[config.mk]
export PLATFORM = sky130hd
export DESIGN_NAME = pi_write_port
export DESIGN_NICKNAME = d
export VERILOG_FILES = /design/src/rtl/pi_write_port.sv
export SDC_FILE = /design/constraint.sdc
export NUM_CORES = 1
export LEC_CHECK = 0
export CAP_MARGIN = 20
export CORE_MARGIN = 2
export CORE_UTILIZATION = 57
export DETAILED_ROUTE_END_ITERATION = 10
export PLACE_DENSITY = 0.95
export SLEW_MARGIN = 20
export SYNTH_ARGS = -nofsm -noshare
export SYNTH_HDL_FRONTEND = slang
export SYNTH_SLANG_ARGS = --single-unit
[constraint.sdc]
create_clock -name sys_clk -period 5.7 [get_ports sys_clk]
set_clock_uncertainty 0.2 [all_clocks]
set_input_delay 1.14 -clock sys_clk [delete_from_list [all_inputs] [get_ports sys_clk]]
set_output_delay 1.14 -clock sys_clk [all_outputs]
set_load 0.03 [all_outputs]
[src/rtl/pi_write_port.sv]
// Pi register write port: filters Pi write strobes, stages address/data words,
// launches 68k bus requests and holds the bus-control drive bits.
//
// state    | meaning
// REQ_IDLE | no bus request outstanding; a launch is accepted
// REQ_BUSY | request in progress; only a launch coincident with bus_done is accepted
module pi_write_port #(
  parameter int SYNC_STAGES = 2,
  parameter int MIN_LOW     = 2
) (
  input  logic        sys_clk,
  input  logic        sys_rst_n,
  input  logic        pi_wr_n,
  input  logic        pi_rd_n,
  input  logic [2:0]  pi_a,
  input  logic [15:0] pi_data_in,
  input  logic        bus_done,
  output logic        req_start,
  output logic        req_active,
  output logic [31:0] req_data_write,
  output logic [23:0] req_address,
  output logic [2:0]  req_fc,
  output logic        req_rw,
  output logic [1:0]  req_size,
  output logic        r_reset_drive,
  output logic        r_halt_drive,
  output logic        r_br_drive,
  output logic        overrun
);

  localparam int CNT_W = $clog2(MIN_LOW + 1);
  localparam int IN_W  = 21;

  typedef enum logic {REQ_IDLE, REQ_BUSY} req_state_t;

  req_state_t        state, state_nxt;
  logic [IN_W-1:0]   sync_q [SYNC_STAGES];
  logic              wr_s, rd_s;
  logic [2:0]        a_s;
  logic [15:0]       d_s;
  logic [CNT_W-1:0]  low_cnt;
  logic              armed;
  logic              qualified;
  logic              wr_event;
  logic              is_launch;
  logic              is_ctrl;
  logic              launch_ok;
  logic              launch_drop;
  logic [31:0]       stage_data;
  logic [15:0]       stage_addr;

  // Strobes, address and data share one synchronizer chain.
  always_ff @(posedge sys_clk or negedge sys_rst_n) begin
    if (!sys_rst_n) begin
      for (int i = 0; i < SYNC_STAGES; i++) sync_q[i] <= '0;
    end else begin
      sync_q[0] <= {pi_wr_n, pi_rd_n, pi_a, pi_data_in};
      for (int i = 1; i < SYNC_STAGES; i++) sync_q[i] <= sync_q[i-1];
    end
  end

  assign wr_s = sync_q[SYNC_STAGES-1][20];
  assign rd_s = sync_q[SYNC_STAGES-1][19];
  assign a_s  = sync_q[SYNC_STAGES-1][18:16];
  assign d_s  = sync_q[SYNC_STAGES-1][15:0];

  assign qualified = !wr_s && rd_s;

  // armed stays low until the strobe has been seen high after reset, so a
  // strobe already held low across reset release is never taken as a write.
  always_ff @(posedge sys_clk or negedge sys_rst_n) begin
    if (!sys_rst_n) begin
      low_cnt <= '0;
      armed   <= 1'b0;
    end else begin
      if (wr_s) armed <= 1'b1;
      if (qualified && armed) begin
        if (low_cnt != CNT_W'(MIN_LOW)) low_cnt <= low_cnt + CNT_W'(1);
      end else begin
        low_cnt <= '0;
      end
    end
  end

  assign wr_event  = qualified && armed && (low_cnt == CNT_W'(MIN_LOW - 1));
  assign is_launch = wr_event && (a_s == 3'd3);
  assign is_ctrl   = wr_event && (a_s == 3'd4);

  always_ff @(posedge sys_clk or negedge sys_rst_n) begin
    if (!sys_rst_n) state <= REQ_IDLE;
    else            state <= state_nxt;
  end

  always_comb begin
    state_nxt   = state;
    launch_ok   = 1'b0;
    launch_drop = 1'b0;
    case (state)
      REQ_IDLE: begin
        if (is_launch) begin
          launch_ok = 1'b1;
          state_nxt = REQ_BUSY;
        end
      end
      REQ_BUSY: begin
        if (is_launch && bus_done) begin
          launch_ok = 1'b1;
        end else if (is_launch) begin
          launch_drop = 1'b1;
        end else if (bus_done) begin
          state_nxt = REQ_IDLE;
        end
      end
      default: state_nxt = REQ_IDLE;
    endcase
  end

  assign req_active = (state == REQ_BUSY);

  always_ff @(posedge sys_clk or negedge sys_rst_n) begin
    if (!sys_rst_n) begin
      stage_data <= '0;
      stage_addr <= '0;
    end else if (wr_event) begin
      case (a_s)
        3'd0:    stage_data[15:0]  <= d_s;
        3'd1:    stage_data[31:16] <= d_s;
        3'd2:    stage_addr        <= d_s;
        default: ;
      endcase
    end
  end

  // Committed fields only move on an accepted launch; a dropped one leaves them.
  always_ff @(posedge sys_clk or negedge sys_rst_n) begin
    if (!sys_rst_n) begin
      req_start      <= 1'b0;
      req_data_write <= '0;
      req_address    <= '0;
      req_fc         <= '0;
      req_rw         <= 1'b0;
      req_size       <= '0;
    end else begin
      req_start <= launch_ok;
      if (launch_ok) begin
        req_data_write <= stage_data;
        req_address    <= {d_s[7:0], stage_addr};
        req_fc         <= d_s[13:11];
        req_rw         <= d_s[10];
        req_size       <= d_s[9:8];
      end
    end
  end

  always_ff @(posedge sys_clk or negedge sys_rst_n) begin
    if (!sys_rst_n) begin
      r_reset_drive <= 1'b0;
      r_halt_drive  <= 1'b0;
      r_br_drive    <= 1'b0;
      overrun       <= 1'b0;
    end else begin
      if (is_ctrl) begin
        if (d_s[0]) r_reset_drive <= d_s[15];
        if (d_s[1]) r_halt_drive  <= d_s[15];
        if (d_s[2]) r_br_drive    <= d_s[15];
      end
      if (launch_drop)           overrun <= 1'b1;
      else if (is_ctrl && d_s[3]) overrun <= 1'b0;
    end
  end

endmodule
* After elaboration in Yosys (flattened, before gate mapping)
Cells that the tools add are included.
** Storage, ports and cells
- Flip-flop bits (word level) :: 161
- Input bits :: 24
- Output and inout bits :: 68
- Logic and storage cells :: 56
** Cells by class
- Add/subtract/negate cells :: 1
- Equality and inequality tests :: 7
- Muxes and demuxes :: 13
- Bitwise gates (word level) :: 1
- Reduce and logical (&&, ||, !) cells :: 16
** Operator list (number)
- $reduce_and 2->1 :: 6
- $mux 1 :: 9
- $logic_and 1x1->1 :: 7
- $eq 3x2->1 const B :: 2
- $mux 2 :: 2
- $ne 2x2->1 const B :: 2
- $pmux 1 s2 :: 2
- $eq 3x1->1 const B :: 1
- $eq 3x3->1 const B :: 1
- $logic_not 3->1 :: 1
- $add 2x1->2 const B :: 1
- $eq 2x1->1 const B :: 1
- $reduce_bool 2->1 :: 1
- $logic_not 1->1 :: 1
- $not 1->1 :: 1

* Depth between registers and ports, before layout
Gate-level depths: netlist (run 1).
- Depth in word-level cells :: 9
- Gate-level depth with buffers :: 8
- Mapped depth without buffers :: 5

* Least setup slack after synthesis (run 1)
No wires, ideal clock.
- Path type :: input -> register
- From :: input port bus_done
- To :: register req_address[0]
- Setup time :: 125 ps
- Arrival :: 2027 ps
- Required time :: 5375 ps
- Path slack :: 3348 ps
- Cell stages on the path :: 5
- Buffers on the path :: 2
- Path through :: nand2b_1 > and3_4 > buf_12 > buf_12 > mux2_4
** On the way
- Word-level cells in the longest chain between the ends :: 3
** Ends and longest elaborated chain
- start, declared :: line 17 : input logic bus_done,
- $logic_and 1x1->1 :: line 106 : if (is_launch && bus_done) begin
- $mux 1 :: line 106
- $pmux 1 s2 :: line 98 : case (state)
- end signal, assigned :: line 147 : req_address <= {d_s[7:0], stage_addr};
- end, declared :: line 21 : output logic [23:0] req_address,
Every way passes these cells.
A chain may end at the register's enable or synchronous reset.

* Worst setup path after layout (run 1)
- From :: input port bus_done
- To :: register req_address[22]
The elaborated chain is that of the path after synthesis.

==> results of run 1 <==
==> layout make-up <==
cell class / instances / area, um2 / area share
Clock buffer: 19 / 431.7 / 0.05746
Timing Repair Buffer: 96 / 958.4 / 0.1276
Sequential cell: 161 / 4029 / 0.5363
Clock inverter: 12 / 185.2 / 0.02465
Multi-Input combinational cell: 138 / 1730 / 0.2303
Tap cell: 136 / 170.2 / 0.02265
Inverter: 2 / 7.507 / 0.0009993
==> state kept, by name, indices dropped and copies added (netlist names) <==
signal and count:
a_s 3, armed 1, d_s 16, low_cnt 2, overrun 1, r_br_drive 1, r_halt_drive 1, r_reset_drive 1
rd_s 1, req_active 1, req_address 24, req_data_write 32, req_fc 3, req_rw 1, req_size 2, req_start 1
stage_addr 16, stage_data 32, sync_q 22
==> stage by stage <==
stage | total power (W) | setup slack (ns) | hold WS, ns
2_1_floorplan | 0.001390 | 3.348 | 0.1312
3_3_place_gp | 0.001484 | 2.084 | 0.1323
3_5_place_dp | 0.001500 | 2.021 | 0.1347
4_1_cts | 0.002662 | 2.571 | 0.1467
5_1_grt | 0.002743 | 2.450 | 0.1520
6_report | 0.002646 | 2.499 | 0.1482
==> Yosys cell counts <==
cell type,number,area share
a21oi_1,1,0.00084
and3_4,1,0.0019
and3b_1,1,0.0015
and4b_1,1,0.0017
buf_12,7,0.024
buf_2,1,0.00084
buf_4,1,0.0013
buf_6,2,0.0038
dfrtp_1,161,0.68
ha_1,2,0.0042
inv_1,2,0.0013
mux2_2,54,0.10
mux2_4,59,0.15
nand2_1,2,0.0013
nand2b_1,1,0.0011
nand3_1,4,0.0034
nand3b_1,1,0.0013
nand4b_4,1,0.0040
nor2_1,3,0.0019
nor3b_1,1,0.0013
nor4_4,1,0.0036
nor4b_4,2,0.0080
o2bb2ai_1,1,0.0015
or2_2,1,0.0011
xor2_1,1,0.0015
==> final timing paths <==
| kind | startpoint | endpoint | cells after the start |
|---|---|---|---|
| max in group asynchronous | sys_rst_n | req_data_write[8] | 2 |
| max | bus_done | req_address[22] | 5 |
| max reg2reg | low_cnt[1] | req_address[22] | 6 |
| min reg2reg | sync_q[33] | d_s[12] | 0 |
| min in group asynchronous | sys_rst_n | sync_q[37] | 1 |
| min | sync_q[33] | d_s[12] | 0 |
==> power by group <==
group,internal [W],total (W),switching (W)
clock network,0.000723,0.00116,0.000442
logic,0.000110,0.000210,0.000100
registers,0.00122,0.00127,0.0000526
==> layer usage <==
metal,up-vias,wire length [um]
met3,15,458
met4,0,235
met1,1563,4808
met2,67,5707
met5,-,0
li1,1298,-
==> worst max-delay path, cell delays in order <==
cell             delay, ns
clkdlybuf4s50_1       0.46
nand2b_1              0.15
and3_4                0.81
buf_4                 0.44
mux2_4                0.33
==> cell families (layout without fill, tap and decap cells) <==
| kind of cell | after synthesis | in the layout |
|---|---|---|
| mux | 113 | 113 |
| buf+inv | 13 | 129 |
| flops | 161 | 161 |
| fa+ha+maj | 2 | 2 |
| compound gates | 2 | 2 |
| xor+xnor | 1 | 1 |
| simple gates | 20 | 20 |
==> qor.yml, run 1 <==
run_status:
  outcome: "finished clean"
floorplan:
  die_w_um: 106.1
  initial_core_util: 0.5808
  pin_count: 92
  die_h_um: 106.1
  coreArea_um2: 10230
  num_rows: 37
  die_area_um2: 11260
synth:
  synthSimpleGateAreaFrac: 0.03180
  synthCells: 312
  synth.area.mux_share: 0.2514
  synth_area_um2: 5942
  synth_cell_types: 25
  synthAdderAreaFrac: 0.004211
  ys_seq_elements: 161
  syn_avg_cell_area_um2: 19.04
  synth-compound-area-share: 0.002316
  synthXorXnorAreaFrac: 0.001474
  ys_seq_area_frac: 0.6780
  syn-num-nets: 338
  yosys_warnings: 0
  synth_top_family_by_area: "multiplexers"
power_and_ir_drop:
  peakVddDrop_v: 0.0002056
  powerDensity_nw_per_um2: 352.2
  p_leak_nw: 3.484
sta:
  finalCritPeriodShare: 0.5616
  fin_crit_ns: 3.201
  relSlewSlack: 0.3772
  worstMarginPinSlew_ns: 0.9342
  clock.fmax_mhz: 312.4
  setup_viol: 0
  drv_slew: 0
  hold_viol: 0
  rsz0062_at_grt: "no"
  fin_setup_tns_ns: 0
worst_setup_path:
  critPathCaptureType: "flip-flop"
  worstPathArrival_ns: 3.40
  cp.required_ns: 5.90
  regToRegSetupSlack_ns: 2.70
  worst-path-max-fanout: 48
  worstSetupPathType: "in -> reg"
  startpoint_type: "primary input"
global_routing:
  grt-ovfl-total: 0
  met1_usage: 0.2796
  use_met2: 0.3439
  top_usage_layer: "met2"
  grt_usage: 0.2168
  grt_pass1_wl_um: 17940
  grt_start_max_net_pins: 124
  antenna_found_initial: 0
  met3_usage: 0.07664
  grt_pass1_vias: 3231
clock_network:
  cts_tree: "done"
  post-cts-setup-buffer-count: 0
  cts_root_buf: "clkbuf_8"
  clk_path_buf_depth: 2
  clkLatencyLatePin_ns: 0.52
  ctsResizeCount: 0
  cts-htree-levels: 4
  hold_buffers: 0
  clkTransAtPathRegs_ns: 0.06
  cts.sinks: 161
  numCtsBuffers: 17
final_layout:
  drive_gt1_frac: 0.3621
  fin_cells: 564
  n_fill_cell: 574
  antenna_cells: 0
  layout.nets: 442
  fin_area_um2: 7512
  mostFrequentLayoutCells: "dfrtp_1, clkdlybuf4s50_1, mux2_4"
  area_growth_pct: 26.43
  final_core_util: 0.7343
  final_common_cell: "dfrtp_1"
place:
  gp_congestion: 0.7094
  post-place-cells: 532
  dpl-instance-area_um2: 6879
  hpwl_um: 7013
  portBuffers: 91
detailed_routing:
  wirelength_um: 11210
  drc: 0
  vias: 2943
  wl_per_cell_um: 19.88
  first_iter_violations: 129
  routed_via_density: 5.218
  antenna_left: 0
  drtPass1Iterations: 4
flow_run:
  maxCapViolations: 0
min_path:
  hold_class: "reg -> reg"
Note: power is estimated with default switching activity, not from simulation.
==> run 2, diff against run 1 <==
Settings changed: CORE_UTILIZATION 57 to 48, PLACE_DENSITY 0.95 to 0.87.
Clock period 5.7 ns to 2.6 ns, I/O delays scaled along.
==> qor.yml, run 2 (same netlist as run 1, synthesis figures left out) <==
run_status:
  outcome: "finished clean"
sta:
  clock.fmax_mhz: 448.1
  drv_slew: 0
  fin_setup_tns_ns: 0
  hold_slack_ns: 0.1476
  finalCritPeriodShare: 0.8584
  setup_viol: 0
  worstMarginPinSlew_ns: 0.5977
  fin_crit_ns: 2.232
  relSlewSlack: 0.6006
  rsz0062_at_grt: "no"
  hold_viol: 0
global_routing:
  met3_usage: 0.04481
  grt_usage: 0.1737
  grt-ovfl-total: 0
  met1_usage: 0.2206
  use_met2: 0.2835
  top_usage_layer: "met2"
  grt_pass1_wl_um: 17130
  grt_start_max_net_pins: 64
  grt_pass1_vias: 3192
  antenna_found_initial: 0
flow_run:
  maxCapViolations: 0
worst_setup_path:
  startpoint_type: "flip-flop"
  worstPathArrival_ns: 2.33
  path_cells: "inv_1 -> ha_1 -> and4b_1 -> and3_4 -> buf_12 -> mux2_2"
  cpPeakStageDelay_ns: 0.40
  worstSetupPathType: "reg -> reg"
  critPathCaptureType: "flip-flop"
  worst-path-max-fanout: 29
  slowest_stage: "dfrtp_1"
  cp.required_ns: 2.69
detailed_routing:
  wirelength_um: 10590
  vias: 2925
  wl_per_cell_um: 17.56
  drc: 0
  first_iter_violations: 149
  antenna_left: 0
  routed_via_density: 4.851
  drtPass1Iterations: 4
place:
  gp_congestion: 0.7576
  portBuffers: 91
  dpl-instance-area_um2: 7014
  hpwl_um: 6967
clock_network:
  cts.sinks: 161
  clkLatencyLatePin_ns: 0.41
  post-cts-setup-buffer-count: 0
  ctsResizeCount: 0
  cts_root_buf: "clkbuf_16"
  clk_path_buf_depth: 2
  hold_buffers: 1
  numCtsBuffers: 17
  cts_tree: "done"
  clkTransAtPathRegs_ns: 0.06
  cts-htree-levels: 4
floorplan:
  pin_count: 92
  coreArea_um2: 12060
  die_w_um: 115.3
  initial_core_util: 0.4926
  die_area_um2: 13280
  die_h_um: 115.3
  num_rows: 40
power_and_ir_drop:
  peakVddDrop_v: 0.0003403
  p_leak_nw: 3.494
  powerDensity_nw_per_um2: 725.2
final_layout:
  final_common_cell: "dfrtp_1"
  fin_area_um2: 7569
  antenna_cells: 0
  layout.nets: 448
  area_growth_pct: 27.37
  mostFrequentLayoutCells: "dfrtp_1, clkdlybuf4s50_1, mux2_4"
  top_regs: "req_data_write: 32 flops, stage_data: 32 flops, req_address: 24 flops"
  drive_gt1_frac: 0.3701
min_path:
  hold_class: "reg -> reg"
## run 2: final timing paths
| check | from | end | slack, ns | cells past startpoint |
|---|---|---|---|---|
| hold reg to reg | sync_q[34] | d_s[13] | 0.15 | 0 |
| setup reg to reg | low_cnt[1] | req_rw | 0.37 | 6 |
| setup / recovery | low_cnt[1] | req_rw | 0.37 | 6 |
| hold / removal | sync_q[34] | d_s[13] | 0.15 | 0 |
| min in group asynchronous | sys_rst_n | low_cnt[0] | 0.49 | 2 |
| max in group asynchronous | sys_rst_n | sync_q[29] | 1.02 | 3 |
## run 2: critical path: cells and delay by family, from the launching register on
family,cells,cell delay (ns)
multiplexers,1,0.37
AND/OR/NAND/NOR,2,0.62
buffers and inverters,2,0.30
flip-flops,1,0.40
adder cells (fa/ha/maj),1,0.21
## run 2: where the power goes
group	switching, W	internal (W)
Clock	0.000973	0.00127
Sequential	0.000108	0.00267
Combinational	0.000218	0.000247
Total	0.00130	0.00419
## run 2: area by class of cell
type / count / area (um2)
Tap cell: 168 / 210.2
Sequential cell: 161 / 4029
Fill cell: 842 / 4493
Clock inverter: 12 / 87.58
Clock buffer: 20 / 456.7
Timing Repair Buffer: 102 / 1047
Multi-Input combinational cell: 138 / 1730
Inverter: 2 / 7.507
## run 2: metal layers
metal	wire [um]	part of all wire	vias to the layer above
met1	4562	0.43	1532
met3	335	0.032	12
met5	0	0	-
met2	5541	0.52	66
li1	-	-	1315
met4	151	0.014	0
## run 2: per-stage QoR
step | instances | worst slack, ns | total power, W | utilization
global route | 603 | 0.2769 | 0.005725 | 0.6275
finish | 603 | 0.3683 | 0.005488 | 0.6275
global placement | 570 | 0.3279 | 0.003263 | 0.5815
CTS | 603 | 0.3693 | 0.005554 | 0.6275
detailed placement | 570 | 0.2776 | 0.003293 | 0.5815
floorplan | 312 | 0.5690 | 0.003048 | -
==> run 3, diff against run 2 <==
Settings changed: CORE_ASPECT_RATIO set to 1.25, CORE_UTILIZATION 48 to 50, CTS_BUF_LIST set to sky130_fd_sc_hd__clkbuf_2 sky130_fd_sc_hd__clkbuf_4 sky130_fd_sc_hd__clkbuf_8, PLACE_DENSITY 0.87 to 0.9.
==> qor.yml, run 3 (same netlist as run 1, synthesis figures left out) <==
sta:
  drv_slew: 0
  rsz0062_at_grt: "no"
  fin_setup_tns_ns: 0
  finalCritPeriodShare: 0.8777
  setup_viol: 0
  relSlewSlack: 0.6258
  fin_crit_ns: 2.282
  hold_viol: 0
  clock.fmax_mhz: 438.2
  worstMarginPinSlew_ns: 0.5613
detailed_routing:
  wl_per_cell_um: 17.57
  routed_via_density: 4.785
  wirelength_um: 10440
  vias: 2842
  drtPass1Iterations: 4
  first_iter_violations: 114
  drc: 0
  antenna_left: 0
final_layout:
  drive_gt1_frac: 0.3695
  layout.nets: 449
  n_fill_cell: 807
  top_regs: "req_data_write: 32 flops, stage_data: 32 flops, req_address: 24 flops"
  final_core_util: 0.6366
  final_common_cell: "dfrtp_1"
  area_growth_pct: 24.45
  mostFrequentLayoutCells: "dfrtp_1, clkdlybuf4s50_1, mux2_4"
  antenna_cells: 0
global_routing:
  met3_usage: 0.05549
  grt_pass1_vias: 3166
  met1_usage: 0.2419
  grt_pass1_wl_um: 17020
  use_met2: 0.2721
  top_usage_layer: "met2"
  grt_start_max_net_pins: 61
  grt-ovfl-total: 0
  antenna_found_initial: 0
  grt_usage: 0.1772
clock_network:
  cts-htree-levels: 4
  ctsResizeCount: 0
  cts_root_buf: "clkbuf_8"
  cts_tree: "done"
  clkLatencyLatePin_ns: 0.43
  clk_path_buf_depth: 2
  clkTransAtPathRegs_ns: 0.07
  cts.sinks: 161
  post-cts-setup-buffer-count: 0
  numCtsBuffers: 17
worst_setup_path:
  critPathCaptureType: "flip-flop"
  cpPeakStageDelay_ns: 0.40
  path_cells: "inv_1 -> ha_1 -> and4b_1 -> and3_4 -> buf_12 -> mux2_4"
  worstSetupPathType: "reg -> reg"
  worst-path-max-fanout: 26
  worst-path-buf-inv: 2
  startpoint_type: "flip-flop"
  worstPathArrival_ns: 2.40
  cp.required_ns: 2.72
  cpLargestDelayFamily: "simple AND/OR/NAND/NOR gates"
  slowest_stage: "dfrtp_1"
floorplan:
  pin_count: 92
  die_area_um2: 12780
  num_rows: 44
  initial_core_util: 0.5115
  coreArea_um2: 11620
  die_h_um: 125.9
  die_w_um: 101.5
power_and_ir_drop:
  peakVddDrop_v: 0.0004171
  p_total_w: 0.004862
  powerDensity_nw_per_um2: 657.5
  p_leak_nw: 3.436
place:
  portBuffers: 91
  gp_congestion: 0.7465
  hpwl_um: 7205
flow_run:
  maxCapViolations: 0
run_status:
  outcome: "finished clean"
min_path:
  hold_class: "reg -> reg"
==> run 3: report_power, final <==
group | leakage [nW] | internal (W) | total, W | switching (W)
clock | 0.184 | 0.000815 | 0.00162 | 0.000805
sequential | 2.11 | 0.00267 | 0.00277 | 0.000106
combinational | 1.14 | 0.000250 | 0.000468 | 0.000218
total | 3.44 | 0.00373 | 0.00486 | 0.00113
==> run 3: metal layers <==
metal,wire [um],vias to the layer above
met5,0,-
met4,112,0
met3,449,12
met2,5218,71
met1,4656,1456
li1,-,1303
==> run 3: what timing repair did <==
item / 4_1_cts / 5_1_grt
hold endpoints to repair: 57 / 0
hold buffers: 1 / 0
setup endpoints to repair: 0 / 0
==> run 3: layout make-up <==
cell class	count	area, um2	share of cell area
Sequential cell	161	4029	0.5448
Multi-Input combinational cell	138	1730	0.2340
Timing Repair Buffer	103	1080	0.1460
Clock buffer	22	284.0	0.03841
Tap cell	161	201.4	0.02724
Clock inverter	7	62.56	0.008460
Inverter	2	7.507	0.001015
==> run 3: per-stage QoR <==
step	cells	area, um2	worst slack [ns]	hold WS (ns)
detailed placement	564	7038	0.2654	0.1347
global route	594	7395	0.2271	0.1564
global placement	564	7038	0.2947	0.1321
floorplan	312	5942	0.5690	0.02441
finish	594	7395	0.3180	0.1498
CTS	594	7395	0.3080	0.1510
==> run 3: path summary, 6_finish.rpt <==
| check | startpoint | to | slack (ns) | cells past startpoint |
|---|---|---|---|---|
| max in group asynchronous | sys_rst_n | stage_data[22] | 1.16 | 3 |
| setup / recovery | low_cnt[1] | req_data_write[12] | 0.32 | 6 |
| hold reg to reg | sync_q[38] | a_s[1] | 0.15 | 0 |
| min in group asynchronous | sys_rst_n | req_data_write[1] | 0.43 | 2 |
| setup reg to reg | low_cnt[1] | req_data_write[12] | 0.32 | 6 |
| hold / removal | sync_q[38] | a_s[1] | 0.15 | 0 |
